`src/rtl/sweep_sequencer.sv`:
```
// sweep_sequencer: command-level controller driving the DDS frequency sweep / PLL hold.
// Optional macro SWEEP_ABORT_EN: a queued command aborts a sweep in DWELL or STALL.
module sweep_sequencer #(
   parameter int  N_STEPS        = 256,
   parameter int  RESULT_TIMEOUT = 1024,
   localparam int SW = (N_STEPS > 1) ? $clog2(N_STEPS) : 1
) (
   input  logic          clk_50m,
   input  logic          reset,
   input  logic [87:0]   cmd_data,
   input  logic          cmd_empty,
   output logic          cmd_rd_en,
   output logic [31:0]   dds_freq,
   output logic          freq_update,
   input  logic          pd_valid,
   output logic          res_wr_en,
   input  logic          res_almost_full,
   output logic          pll_enable,
   output logic          busy,
   output logic          sweep_done,
   output logic          cmd_err,
   output logic          timeout_err,
   output logic [SW-1:0] step_index
);

   localparam int TW = (RESULT_TIMEOUT > 1) ? $clog2(RESULT_TIMEOUT) : 1;
   localparam logic [SW-1:0] LAST_IDX = SW'(N_STEPS - 1);
   localparam logic [TW-1:0] TO_LAST  = TW'(RESULT_TIMEOUT - 1);

   typedef enum logic [2:0] {
      S_IDLE, S_FETCH, S_DECODE, S_DWELL,
      S_WAIT_RES, S_STALL, S_DONE, S_PLL
   } state_t;

   state_t        state;
   logic [31:0]   freq_step;
   logic [31:0]   init_freq;
   logic [15:0]   cps;
   logic [15:0]   dwell_cnt;
   logic [7:0]    mode;
   logic [TW-1:0] to_cnt;
   logic          discard;
   logic          to_hit;
   logic          abort;

   // Pops are combinational so cmd_data lands during FETCH; reset forces them low.
   assign cmd_rd_en  = !reset && !cmd_empty &&
                       (state == S_IDLE || state == S_PLL);
   assign pll_enable = (state == S_PLL) && !cmd_rd_en;
   assign busy       = (state != S_IDLE);
   assign res_wr_en  = (state == S_WAIT_RES) && pd_valid && !discard;
   assign to_hit     = (state == S_WAIT_RES) && !pd_valid &&
                       (to_cnt == TO_LAST);

`ifdef SWEEP_ABORT_EN
   assign abort = !cmd_empty && (state == S_DWELL || state == S_STALL);
`else
   assign abort = 1'b0;
`endif

   // Command decode, dwell timing, result gating and step advance.
   always_ff @(posedge clk_50m or posedge reset) begin
      if (reset) begin
         state       <= S_IDLE;
         freq_step   <= '0;
         init_freq   <= '0;
         cps         <= '0;
         mode        <= '0;
         dwell_cnt   <= '0;
         to_cnt      <= '0;
         discard     <= 1'b0;
         dds_freq    <= '0;
         step_index  <= '0;
         freq_update <= 1'b0;
         sweep_done  <= 1'b0;
         cmd_err     <= 1'b0;
         timeout_err <= 1'b0;
      end else begin
         freq_update <= 1'b0;
         sweep_done  <= 1'b0;
         cmd_err     <= 1'b0;
         timeout_err <= 1'b0;
         if (abort) begin
            cmd_err <= 1'b1;
            discard <= 1'b0;
            state   <= S_IDLE;
         end else begin
            unique case (state)
               S_IDLE: begin
                  if (!cmd_empty) state <= S_FETCH;
               end
               S_FETCH: begin
                  freq_step <= cmd_data[31:0];
                  cps       <= cmd_data[47:32];
                  init_freq <= cmd_data[79:48];
                  mode      <= cmd_data[87:80];
                  state     <= S_DECODE;
               end
               S_DECODE: begin
                  if (mode == 8'h00 && cps != 16'd0) begin
                     dds_freq    <= init_freq;
                     step_index  <= '0;
                     discard     <= 1'b1;
                     freq_update <= 1'b1;
                     dwell_cnt   <= '0;
                     state       <= S_DWELL;
                  end else if (mode == 8'h01) begin
                     dds_freq <= init_freq;
                     state    <= S_PLL;
                  end else begin
                     cmd_err <= 1'b1;
                     state   <= S_IDLE;
                  end
               end
               S_DWELL: begin
                  if (dwell_cnt == cps - 16'd1) begin
                     freq_update <= 1'b1;
                     to_cnt      <= '0;
                     state       <= S_WAIT_RES;
                  end else begin
                     dwell_cnt <= dwell_cnt + 16'd1;
                  end
               end
               S_WAIT_RES: begin
                  if (to_hit) timeout_err <= 1'b1;
                  if (pd_valid || to_hit) begin
                     to_cnt <= '0;
                     if (discard) begin
                        discard <= 1'b0;
                     end else if (step_index == LAST_IDX) begin
                        state <= S_DONE;
                     end else begin
                        dds_freq   <= dds_freq + freq_step;
                        step_index <= step_index + 1'b1;
                        dwell_cnt  <= '0;
                        state      <= res_almost_full ? S_STALL : S_DWELL;
                     end
                  end else begin
                     to_cnt <= to_cnt + 1'b1;
                  end
               end
               S_STALL: begin
                  if (!res_almost_full) begin
                     discard     <= 1'b1;
                     freq_update <= 1'b1;
                     dwell_cnt   <= '0;
                     state       <= S_DWELL;
                  end
               end
               S_DONE: begin
                  sweep_done <= 1'b1;
                  state      <= S_IDLE;
               end
               S_PLL: begin
                  if (!cmd_empty) state <= S_FETCH;
               end
               default: state <= S_IDLE;
            endcase
         end
      end
   end

endmodule

```
`config.mk`:
```
export PLATFORM = sky130hd
export DESIGN_NAME = sweep_sequencer
export DESIGN_NICKNAME = d
export VERILOG_FILES = /design/src/rtl/sweep_sequencer.sv
export SDC_FILE = /design/constraint.sdc
export NUM_CORES = 1
export LEC_CHECK = 0
export ABC_AREA = 1
export BUFFER_PORTS_ARGS = -buffer_cell sky130_fd_sc_hd__buf_2
export CAP_MARGIN = 20
export CELL_PAD_IN_SITES_DETAIL_PLACEMENT = 2
export CELL_PAD_IN_SITES_GLOBAL_PLACEMENT = 2
export CORE_UTILIZATION = 36
export CTS_CLUSTER_DIAMETER = 100
export DETAILED_ROUTE_END_ITERATION = 12
export HOLD_SLACK_MARGIN = 0.08
export PLACE_DENSITY_LB_ADDON = 0.1
export REMOVE_ABC_BUFFERS = 1
export SKIP_CTS_REPAIR_TIMING = 1
export SLEW_MARGIN = 20
export SYNTH_ARGS = -nofsm -noshare
export SYNTH_HDL_FRONTEND = slang
export SYNTH_SLANG_ARGS = --single-unit
```
`constraint.sdc`:
```
create_clock -name clk_50m -period 12.78 [get_ports clk_50m]
set_input_delay 1.278 -clock clk_50m [delete_from_list [all_inputs] [get_ports clk_50m]]
set_output_delay 1.278 -clock clk_50m [all_outputs]
set_load 0.02 [all_outputs]
```
# Word level (Yosys, flattened, before mapping)

Cells that the tools add are included.

Mux-type cells: 45
$add $sub $neg: 5
Divide/modulo/power cells: 0
Reductions and logical operators: 30
Shifts and indexed selects: 0
Equality and inequality tests: 20
Multiply operators: 0
Bitwise gates (word level): 0
Magnitude comparators: 0

Operator list:

| operator                                            | count |
|---|---|
| two-way mux 32 bit                                  | 5 |
| two-way mux 16 bit                                  | 6 |
| case mux 16 bit (4 select lines)                    | 1 |
| case mux 32 bit (2 select lines)                    | 1 |
| adder 32 bit                                        | 1 |
| two-way mux 8 bit                                   | 4 |
| two-way mux 3 bit                                   | 9 |
| case mux 3 bit (7 select lines)                     | 1 |
| two-way mux 10 bit                                  | 2 |
| case mux 10 bit (2 select lines)                    | 1 |
| adder 16 x 1 -> 16 bit (second input constant)      | 1 |
| == test 16 bit                                      | 1 |
| case mux 8 bit (2 select lines)                     | 1 |
| nonzero test 16 bit                                 | 1 |
| subtractor 16 x 1 -> 16 bit (second input constant) | 1 |
| AND reduction 5 bit                                 | 3 |
| != test 2 bit (second input constant)               | 7 |
| == test 3 bit (second input constant)               | 4 |
| two-way mux 1 bit                                   | 12 |
| adder 10 x 1 -> 10 bit (second input constant)      | 1 |
| == test 10 bit (second input constant)              | 1 |
| adder 8 x 1 -> 8 bit (second input constant)        | 1 |
| == test 8 x 1 -> 1 bit (second input constant)      | 1 |
| == test 8 bit (second input constant)               | 1 |
| 17 further kinds                                    | 33 |

Bits in writable memories: 0
Latch bits: 0
Register bits: 162
Output and inout port bits: 48
Bits in read-only memories: 0
Bits of input ports: 93
Logic and storage cells: 114
Memories: 0

# Logic depth before layout (Yosys ltp)

Gate-level depths: netlist of run 1.

Depth after elaboration: 6
Mapped depth: 16
Mapped depth without buffers: 16

# Least setup slack after synthesis of run 1

OpenSTA, ideal clock, no wires.

Path kind: input-to-output
Start: input cmd_empty
End: output pll_enable
Cell stages on the path: 2
Buffers on the path: 0
Arrival: 2.069 ns
Path slack: 9.433 ns
Data required time: 11.502 ns
Cells stage by stage: nor3_1 > nor2_1

Word-level cells in the longest chain between the ends: 5

Ends and longest elaborated chain:

| what                            | RTL line | text |
|---|---|---|
| from (decl)                     | 11       | `input logic cmd_empty,` |
| logical NOT 1 bit               | -        |  |
| logical AND 1 bit (2 in series) | 47       | `assign cmd_rd_en = !reset && !cmd_empty &&` |
| logical NOT 1 bit               | 49       | `assign pll_enable = (state == S_PLL) && !cmd_rd_en;` |
| logical AND 1 bit               | 49       |  |
| to (decl)                       | 18       | `output logic pll_enable,` |

No other way between the ends.

# Final worst setup path of run 1

Start: register state[0]
End: output res_wr_en

Word-level cells in the longest chain between the ends: 3

Ends and longest elaborated chain:

| what                            | RTL line | text |
|---|---|---|
| from (decl)                     | 35       | `state_t state;` |
| from (signal assigned)          | 136      | `state <= res_almost_full ? S_STALL : S_DWELL;` |
| == test 3 bit                   | 51       | `assign res_wr_en = (state == S_WAIT_RES) && pd_valid && !discard;` |
| logical AND 1 bit (2 in series) | 51       |  |
| to (decl)                       | 16       | `output logic res_wr_en,` |

No other way between the ends.

==> reports/metrics.yaml, run 1 <==
place:
  port_buffers: 140
  hpwl_mm: 25.03
  gp_congestion: 0.8206
  place_ws_ps: 9373
drt:
  vias: 9390
  vias_per_cell: 5.272
  drc: 0
  wire_per_inst_um: 19.03
  ant_nets: 0
  drt-pass1-iter-count: 4
  routed_wl_mm: 33.90
  drt_iter0_markers: 377
global_route:
  overflow: 0
  grt_use_met2: 0.4274
  antenna_found_initial: 0
  use_met3: 0.03291
  top_usage_layer: "met2"
  grt_usage: 0.2483
  met1_usage: 0.3277
  grt_pass1_wl_mm: 55.37
  grt_pass1_vias: 10450
  grt_max_degree: 91
clocking:
  tritoncts: "done"
  clock-sinks: 162
  cts_buffer_depth: 2
  cts_buffers: 17
  cts_htree_levels: 4
  clock_latency_ps: 440
  clk_pin_slew_ps: 80
  cts-root-buf: "clkbuf_16"
setup_path:
  crit_path_start_kind: "flop"
  required_ps: 11500
  path_class: "reg -> out"
  cp-end-kind: "output port"
  worstRegToRegCells: 11
  cp.arrival_ps: 2560
  worstPathMaxFanout: 57
sta:
  fin_skew_ps: 17.60
  max_slew.worst_pin.slew_ps: 1011
  hold_violations: 0
  finalSetupViolations: 0
  setup_tns_ps: 0
  fin_ws_ps: 8942
  fmax_mhz: 260.6
  final_max_slew_viol_count: 0
  period_needed_ps: 3838
  rsz0062_at_grt: "no"
  relSlewSlack: 0.3192
  fin_crit_sh: 0.3003
min_path:
  hold_path_class: "reg -> reg"
  min_path_cells: 1
floorplanning:
  die_w_um: 168.4
  core_um2: 27030
  rows: 60
  die_h_um: 168.4
  initial_core_util: 0.3688
  io_pins: 141
  dieArea_um2: 28360
finish:
  final_common_cell: "nand2_1"
  area_delta_synth_final_pct: 15.94
  fillers: 3193
  layout.area.seq_um2: 4054
  layout-drive-gt1-share: 0.1965
  multi_input_area_um2: 5334
  final_nets: 1557
  layout_common_cells: "358 x nand2_1, 169 x nor2_1, 162 x dfrtp_1"
  diodes: 0
power_and_ir_drop:
  p_comb_frac: 0.551
  p_leak_uw: 0.005705
  p_clk_frac: 0.161
  ir_drop_uv: 113.7
  p_seq_frac: 0.288
  p_per_area_nw_per_um2: 281.0
  swShare: 0.4990
  internal_power_uw: 1627
  power_switching_uw: 1620
synthesis:
  synth-seq-area-share: 0.4067
  synth_top_flop_cell: "dfrtp_1"
  synth_edf_count: 0
  synthCells: 1297
  ys_seq_elements: 162
  async_flop_share: 1.000
  ys_warn_count: 0
  synth_cell_type_count: 42
  syn_area_um2: 9968
  syn_area_per_cell_um2: 7.686
job:
  drv_cap: 0
run_status:
  outcome: "complete, no violations"
[metrics by stage]
stage	total power, uW	std cells	hold WS [ps]	util	instance area (um2)
global route	3514	1781	531.1	0.4276	11560
floorplan	2156	1263	474.3	-	9804
global placement	2616	1749	488.1	0.4066	10990
CTS	3281	1781	516.6	0.4276	11560
finish	3247	1781	515.4	0.4276	11560
detailed placement	2716	1749	497.6	0.4066	10990
[critical path, cell delays in order, from the launching register on]
cell and delay (ps):
dfrtp_1 480, nor2_1 210, nand2_1 70, buf_4 260
inv_2 130, buf_4 560, nand2_1 100, nor2_1 110
buf_2 170
[state kept, by name, summed over array words and instances, names as in the netlist, 3 cells and up]
signal,flops
freq_step,32
state,3
init_freq,32
mode,8
step_index,8
cps,16
dwell_cnt,16
to_cnt,10
dds_freq,32
[metal layers]
metal	up-vias	wire length (um)
met5	-	0
met3	36	891
met4	0	514
met1	4706	16080
met2	147	16410
li1	4501	-
[Yosys cell counts, drive strengths merged, types with 14 or more instances]
| master | count | area, um2 |
|---|---|---|
| inv | 115 | 431.7 |
| nor2 | 174 | 665.6 |
| nor3 | 28 | 172.7 |
| dfrtp | 162 | 4054 |
| ha | 36 | 450.4 |
| buf | 20 | 111.4 |
| o21ai | 53 | 265.3 |
| xor2 | 25 | 219.0 |
| a21oi | 57 | 285.3 |
| mux2 | 73 | 822.0 |
| nand2 | 363 | 1383 |
| nand3 | 112 | 565.5 |
| clkbuf | 14 | 52.55 |
[layout make-up]
| class | count | area share |
|---|---|---|
| multi-input cells | 986 | 0.4615 |
| clock inverters | 14 | 0.01202 |
| inverters | 115 | 0.03778 |
| flip-flops and latches | 162 | 0.3508 |
| repair buffers | 145 | 0.06387 |
| clock buffers | 18 | 0.03713 |
| well taps | 341 | 0.03692 |
[cells by family (layout without fill, tap and decap cells)]
kind of cell	after synthesis	count (layout)	share of synthesized area
xor gates and xnor gates	31	31	0.02724
adders and majority gates	37	37	0.04719
DFF	162	162	0.4067
and+or+nand+nor	713	713	0.3048
buffers and inverters	149	292	0.05975
muxes	73	73	0.08247
AOI/OAI and AO/OA	132	132	0.07192
[path summary, 6_finish.rpt]
check                        startpoint            to  slack (ps)
max in group asynchronous         reset  dds_freq[16]       10290
min in group asynchronous         reset      state[0]        1000
setup reg to reg           freq_step[0]  dds_freq[30]        9700
hold / removal                  mode[3]       mode[3]         520
hold reg to reg                 mode[3]       mode[3]         520
setup / recovery               state[0]     res_wr_en        8940
[power groups by stage]
stage	clock network, uW	logic, uW	registers [uW]
after floorplan	0	1230	930
after global placement	0	1690	930
after detailed placement	0	1770	945
after CTS	537	1800	939
after global routing	555	1990	966
final	522	1790	936
(Power assumes the default switching activity.)
==> inputs of run 2 (changes only) <==
--- a/config.mk
+++ b/config.mk
@@ -10,7 +10,7 @@
 export CAP_MARGIN = 20
 export CELL_PAD_IN_SITES_DETAIL_PLACEMENT = 2
 export CELL_PAD_IN_SITES_GLOBAL_PLACEMENT = 2
-export CORE_UTILIZATION = 36
+export CORE_UTILIZATION = 30
 export CTS_CLUSTER_DIAMETER = 100
 export DETAILED_ROUTE_END_ITERATION = 12
 export HOLD_SLACK_MARGIN = 0.08
==> constraint.sdc (replaced) <==
create_clock -name clk_50m -period 3.2 [get_ports clk_50m]
set_input_delay 0.32 -clock clk_50m [delete_from_list [all_inputs] [get_ports clk_50m]]
set_output_delay 0.32 -clock clk_50m [all_outputs]
set_load 0.02 [all_outputs]
==> reports/metrics.yaml, run 2 (same netlist as run 1, synthesis figures left out) <==
run_status:
  outcome: "complete, no violations"
place:
  port_buffers: 140  # unchanged
  place_ws_ps: 483.9  # -8889 ps
  gp_congestion: 0.8198  # about the same
  hpwl_mm: 26.17  # +4.6%
power_and_ir_drop:
  internal_power_uw: 6702  # +310%
  swShare: 0.4851  # -0.01387
  p_seq_frac: 0.284  # -0.004
  p_comb_frac: 0.553  # +0.002
  power_switching_uw: 6314  # +290%
  ir_drop_uv: 443.2  # +290%
  p_clk_frac: 0.163  # +0.002
  p_leak_uw: 0.005776  # +1.2%
  p_per_area_nw_per_um2: 1102  # +290%
clocking:
  clk_pin_slew_ps: 70  # about the same
  cts_htree_levels: 4  # unchanged
  tritoncts: "done"
  cts-root-buf: "clkbuf_16"
  clock-sinks: 162  # unchanged
  clock_latency_ps: 450  # about the same
  cts_buffer_depth: 2  # unchanged
  cts_buffers: 17  # unchanged
floorplanning:
  core_um2: 32620  # +21%
  io_pins: 141  # unchanged
  rows: 66  # +10%
  dieArea_um2: 33960  # +20%
  die_w_um: 184.3  # +9.4%
  initial_core_util: 0.3056  # -0.06324
  die_h_um: 184.3  # +9.4%
sta:
  relSlewSlack: 0.5052  # +0.1860
  max_slew.worst_pin.slew_ps: 742.2  # -268.3 ps
  fin_ws_ps: 330.9  # -8611 ps
  hold_violations: 0  # unchanged
  period_needed_ps: 2869
  fmax_mhz: 348.5
  fin_skew_ps: 11.24  # -6.358 ps
  rsz0062_at_grt: "no"
  finalSetupViolations: 0  # unchanged
  fin_crit_sh: 0.8966
  final_max_slew_viol_count: 0  # unchanged
finish:
  final_common_cell: "nand2_1"
  final_nets: 1568  # +0.71%
  layout_common_cells: "358 x nand2_1, 169 x nor2_1, 162 x dfrtp_1"
  layout-drive-gt1-share: 0.2012  # +0.004713
  area_delta_synth_final_pct: 18.48
  reg_top3: "dds_freq: 32 flops, freq_step: 32 flops, init_freq: 32 flops"
  diodes: 0  # unchanged
  postLayoutCoreUtil: 0.3621  # -0.06558
drt:
  vias: 9402  # +0.13%
  drt-pass1-iter-count: 4  # unchanged
  drt_iter0_markers: 271  # -28%
  drc: 0  # unchanged
  wire_per_inst_um: 18.12  # -4.8%
  ant_nets: 0  # unchanged
  vias_per_cell: 4.967  # -5.8%
  routed_wl_mm: 34.30  # +1.2%
job:
  drv_cap: 0  # unchanged
global_route:
  antenna_found_initial: 1  # +1
  overflow: 0  # unchanged
  grt_pass1_vias: 10340  # -1.0%
  grt_pass1_wl_mm: 55.59  # +0.41%
  grt_max_degree: 66  # -27%
  grt_usage: 0.2119  # -0.03641
setup_path:
  crit_chain: "nor2_1 -> nand2_1 -> inv_2 -> buf_4 -> nand2_1 -> nor2_1 -> buf_2"
  max_stage_delay_ps: 580  # +20 ps
  path_class: "reg -> out"
  cp-end-kind: "output port"
  cp.arrival_ps: 2550  # about the same
  required_ps: 2880  # -8620 ps
  worstPathMaxFanout: 58  # +1.8%
  crit_path_start_kind: "flop"
  critPathSlowestCell: "buf_4"
min_path:
  hold_path_class: "in -> reg"
==> run 2: changes by cell type in the layout (fill, tap and decap cells not counted), sizes merged <==
cell / delta
dlygate4sd3: +2
clkinv: +2
buf: +9
inv: -4
bufinv: +2
==> run 2: through the flow <==
step	area, um2	hold WS, ps	setup TNS, ps	power (uW)	instances
floorplan	9804	393.3	-297450	8612	1263
global placement	11210	483.9	0	10710	1859
detailed placement	11210	487.9	0	10970	1859
CTS	11790	-14.52	0	13230	1891
global route	11810	80.25	0	14220	1893
finish	11810	95.74	0	13020	1893
==> run 2: final timing paths <==
path / start / endpoint / slack (ps) / cells after the start
worst max-delay path: state[0] / res_wr_en / 330 / 7
worst min-delay path: cmd_data[50] / init_freq[2] / 100 / 2
worst max register to register: dds_freq[0] / dds_freq[22] / 450 / 11
worst min register to register: init_freq[6] / init_freq[6] / 510 / 1
max in group asynchronous: reset / freq_step[22] / 1860 / 4
min in group asynchronous: reset / cmd_err / 520 / 3
==> run 2: cell type report <==
class,count,area [um2]
Clock buffer,18,429.2
Multi-Input combinational cell,986,5334
Inverter,115,436.7
Clock inverter,14,152.6
Sequential cell,162,4054
Timing Repair Buffer,156,850.8
Fill cell,3841,20810
Tap cell,442,553.0
==> run 2: power by group through the flow <==
| stage | clock network [uW] | logic [uW] | registers (uW) |
|---|---|---|---|
| 2_1_floorplan | 0 | 4900 | 3710 |
| 3_3_place_gp | 0 | 7010 | 3700 |
| 3_5_place_dp | 0 | 7230 | 3740 |
| 4_1_cts | 2200 | 7320 | 3720 |
| 5_1_grt | 2260 | 8120 | 3840 |
| 6_report | 2120 | 7200 | 3700 |
==> run 2: metal layers <==
metal	share of wire	up-vias	global-route usage
li1	-	4499	-
met1	0.48	4719	0.2786
met2	0.47	151	0.3548
met3	0.038	31	0.04228
met4	0.013	2	0.05167
met5	0.00038	-	0
==> run 2: worst max-delay path: cells and delay by family, from the launching register on <==
family        cells  cell delay, ps
flops             1             480
simple gates      4             690
buf+inv           3             920
==> inputs of run 3 (changes only) <==
--- a/config.mk
+++ b/config.mk
@@ -5,12 +5,12 @@
 export SDC_FILE = /design/constraint.sdc
 export NUM_CORES = 1
 export LEC_CHECK = 0
-export ABC_AREA = 1
 export BUFFER_PORTS_ARGS = -buffer_cell sky130_fd_sc_hd__buf_2
 export CAP_MARGIN = 20
 export CELL_PAD_IN_SITES_DETAIL_PLACEMENT = 2
 export CELL_PAD_IN_SITES_GLOBAL_PLACEMENT = 2
-export CORE_UTILIZATION = 30
+export CORE_MARGIN = 2
+export CORE_UTILIZATION = 33
 export CTS_CLUSTER_DIAMETER = 100
 export DETAILED_ROUTE_END_ITERATION = 12
 export HOLD_SLACK_MARGIN = 0.08
==> reports/metrics.yaml, run 3 <==
synthesis:
  syn_area_um2: 9025  # -9.5%
  yosysMostFrequentCell: "dfrtp_1"
  synth_top_area_cell: "dfrtp_1"
  synth.area.top_cells: "dfrtp_1 45%, mux2_2 11%, ha_1 5.0%, a21oi_1 4.0%, nor2_1 3.8%"
  synthCells: 898  # -31%
  synth_top_flop_cell: "dfrtp_1"
  async_flop_share: 1.000  # unchanged
  synth_cell_type_count: 67  # +60%
  synth-seq-area-share: 0.4492  # +0.04251
  synth_edf_count: 0  # unchanged
  synthTopCellsByCount: "162 x dfrtp_1, 91 x nor2_1, 87 x mux2_2, 73 x a21oi_1, 64 x nand2_1"
  synth.top_cell.area_share: 0.4492  # +0.04251
  ys_seq_elements: 162  # unchanged
  ys_warn_count: 0  # unchanged
  syn_area_per_cell_um2: 10.05  # +31%
place:
  place_ws_ps: 73.53  # -410.4 ps
  hpwl_mm: 19.60  # -25%
  port_buffers: 140  # unchanged
  gp_congestion: 0.7529  # -8.2%
  placedCellCount: 1386  # -25%
setup_path:
  crit_chain: "ha_1 -> a21oi_1 -> nand4b_1 -> a21oi_2 -> o21a_1 -> o41a_1 -> a21o_1 -> a211oi_2 -> xnor2_1 -> and4_1 -> nor4_2"
  path_delay_family: "compound AO/OA/AOI/OAI gates"
  required_ps: 3540  # +660 ps
  r2r_slack_ps: 190  # -260 ps
  worst-path-buf-inv: 0  # -3
  regToRegEndpoint: "dds_freq[31]"
  r2r_start: "dds_freq[1]"
  cp-end-kind: "flop"
  worstPathMaxFanout: 4  # -93%
  crit_path_end: "dds_freq[31]"
  crit_path_start: "dds_freq[1]"
  critPathSlowestCell: "o41a_1"
  path_class: "reg -> reg"
  cp.arrival_ps: 3350  # +800 ps
  max_stage_delay_ps: 450  # -130 ps
  worstRegToRegCells: 11  # unchanged
  crit_path_start_kind: "flop"
  worst-path-stages: 11  # +4
sta:
  relSlewSlack: 0.4380  # -0.06723
  period_needed_ps: 3011  # +141.4 ps
  final_max_slew_viol_count: 0  # unchanged
  max_slew.worst_pin.slew_ps: 843.1  # +100.8 ps
  hold_violations: 0  # unchanged
  setup_tns_ps: 0  # unchanged
  fin_skew_ps: 24.29  # +13.04 ps
  finalSetupViolations: 0  # unchanged
  fmax_mhz: 332.2  # -4.7%
  rsz0062_at_grt: "yes"
  fin_ws_ps: 189.5  # -141.4 ps
  fin_crit_sh: 0.9408  # +0.04420
power_and_ir_drop:
  p_per_area_nw_per_um2: 1164  # +5.6%
  ir_drop_uv: 390.3  # -12%
  p_leak_uw: 0.004928  # -15%
clocking:
  clk_pin_slew_ps: 70  # about the same
  tritoncts: "done"
  clock-sinks: 162  # unchanged
  cts_buffer_depth: 2  # unchanged
  cts_buffers: 17  # unchanged
  cts_htree_levels: 4  # unchanged
  cts-root-buf: "clkbuf_16"
  clock_latency_ps: 450  # about the same
global_route:
  grt_max_degree: 86  # +30%
  grt_usage: 0.1941  # -0.01775
  grt_pass1_wl_mm: 44.31  # -20%
  grt_use_met2: 0.3327  # -0.02211
  antenna_found_initial: 2  # +1
  use_met3: 0.04268  # +0.0003931
  met1_usage: 0.2532  # -0.02540
  top_usage_layer: "met2"
  overflow: 0  # unchanged
  grt_pass1_vias: 8265  # -20%
finish:
  layout-drive-gt1-share: 0.3204  # +0.1191
  postLayoutCoreUtil: 0.4117  # +0.04967
  final_common_cell: "dfrtp_1"
  layout_common_cells: "162 x dfrtp_1, 140 x buf_2, 89 x nor2_1"
  final_nets: 1197  # -24%
  reg_top3: "dds_freq: 32 flops, freq_step: 32 flops, init_freq: 32 flops"
  area_delta_synth_final_pct: 22.61
  stdcell_count: 1422  # -25%
drt:
  vias: 7445  # -21%
  ant_nets: 0  # unchanged
  drc: 0  # unchanged
  wire_per_inst_um: 19.05  # +5.1%
  drt-pass1-iter-count: 4  # unchanged
  vias_per_cell: 5.236  # +5.4%
  routed_wl_mm: 27.09  # -21%
  drt_iter0_markers: 299  # +10%
job:
  drv_cap: 0  # unchanged
floorplanning:
  die_w_um: 169.4  # -8.1%
  io_pins: 141  # unchanged
  die_h_um: 169.4  # -8.1%
  dieArea_um2: 28690  # -16%
  core_um2: 26880  # -18%
  rows: 60  # -9.1%
  initial_core_util: 0.3358  # +0.03020
min_path:
  hold_path_class: "in -> async"
run_status:
  outcome: "complete, no violations"
-- run 3: changes by cell type after synthesis, sizes merged, moves of 13 or more --
cell    previous run  this run
nand2            363        64
clkbuf            14        27
a31oi              0        20
nand3            112        24
mux2              73        87
inv              115        14
a21oi             57        74
and3               2        20
xnor2              6        33
nor2             174        92
-- run 3: how the worst min path moves through the flow --
| stage | from | endpoint | slack, ps | depth (start not counted) |
|---|---|---|---|---|
| after floorplan | cmd_data[32] | cps[0] | 440 | 2 |
| after global routing | cmd_data[23] | freq_step[23] | 80 | 2 |
| after detailed placement | mode[6] | mode[6] | 490 | 1 |
| after CTS | cmd_data[26] | freq_step[26] | 70 | 2 |
| after global placement | to_cnt[9] | to_cnt[9] | 480 | 1 |
| final | reset | to_cnt[7] | 60 | 2 |
-- run 3: final cells by class --
| class | count | area (um2) |
|---|---|---|
| Clock inverter | 13 | 103.9 |
| Clock buffer | 19 | 442.9 |
| Sequential cell | 162 | 4054 |
| Tap cell | 341 | 426.7 |
| Inverter | 14 | 57.56 |
| Multi-Input combinational cell | 688 | 4897 |
| Antenna cell | 1 | 2.502 |
| Fill cell | 2931 | 15810 |
| Timing Repair Buffer | 184 | 1081 |
-- run 3: kinds of logic after synthesis --
kind of cell / count (synthesis) / share of synthesized area
fa+ha+maj: 37 / 0.05213
mux: 89 / 0.1108
compound gates: 210 / 0.1391
xor+xnor: 61 / 0.05920
simple gates: 290 / 0.1680
flops: 162 / 0.4492
buf+inv: 49 / 0.02163
-- run 3: power breakdown --
part           total (uW)  internal (uW)  switching [uW]  leakage (uW)
logic                7280           3280            4000       0.00271
registers            3620           2930             690       0.00197
clock network        1980           1020             954      0.000253
total               12900           7230            5640       0.00493
-- run 3: through the flow --
step / power, uW / area (um2) / hold slack (ps)
final: 12880 / 11070 / 64.92
after detailed placement: 10780 / 10400 / 489.6
after floorplan: 8590 / 8882 / 436.8
after CTS: 12880 / 10940 / 74.57
after global placement: 10610 / 10400 / 484.3
after global routing: 14030 / 11060 / 83.70
-- run 3: per-layer routing --
metal / up-vias / routed length (um) / share of wire
met5: - / 11 / 0.00041
met4: 2 / 172 / 0.0064
met3: 11 / 958 / 0.035
met2: 106 / 13170 / 0.49
met1: 3754 / 12780 / 0.47
li1: 3572 / - / -
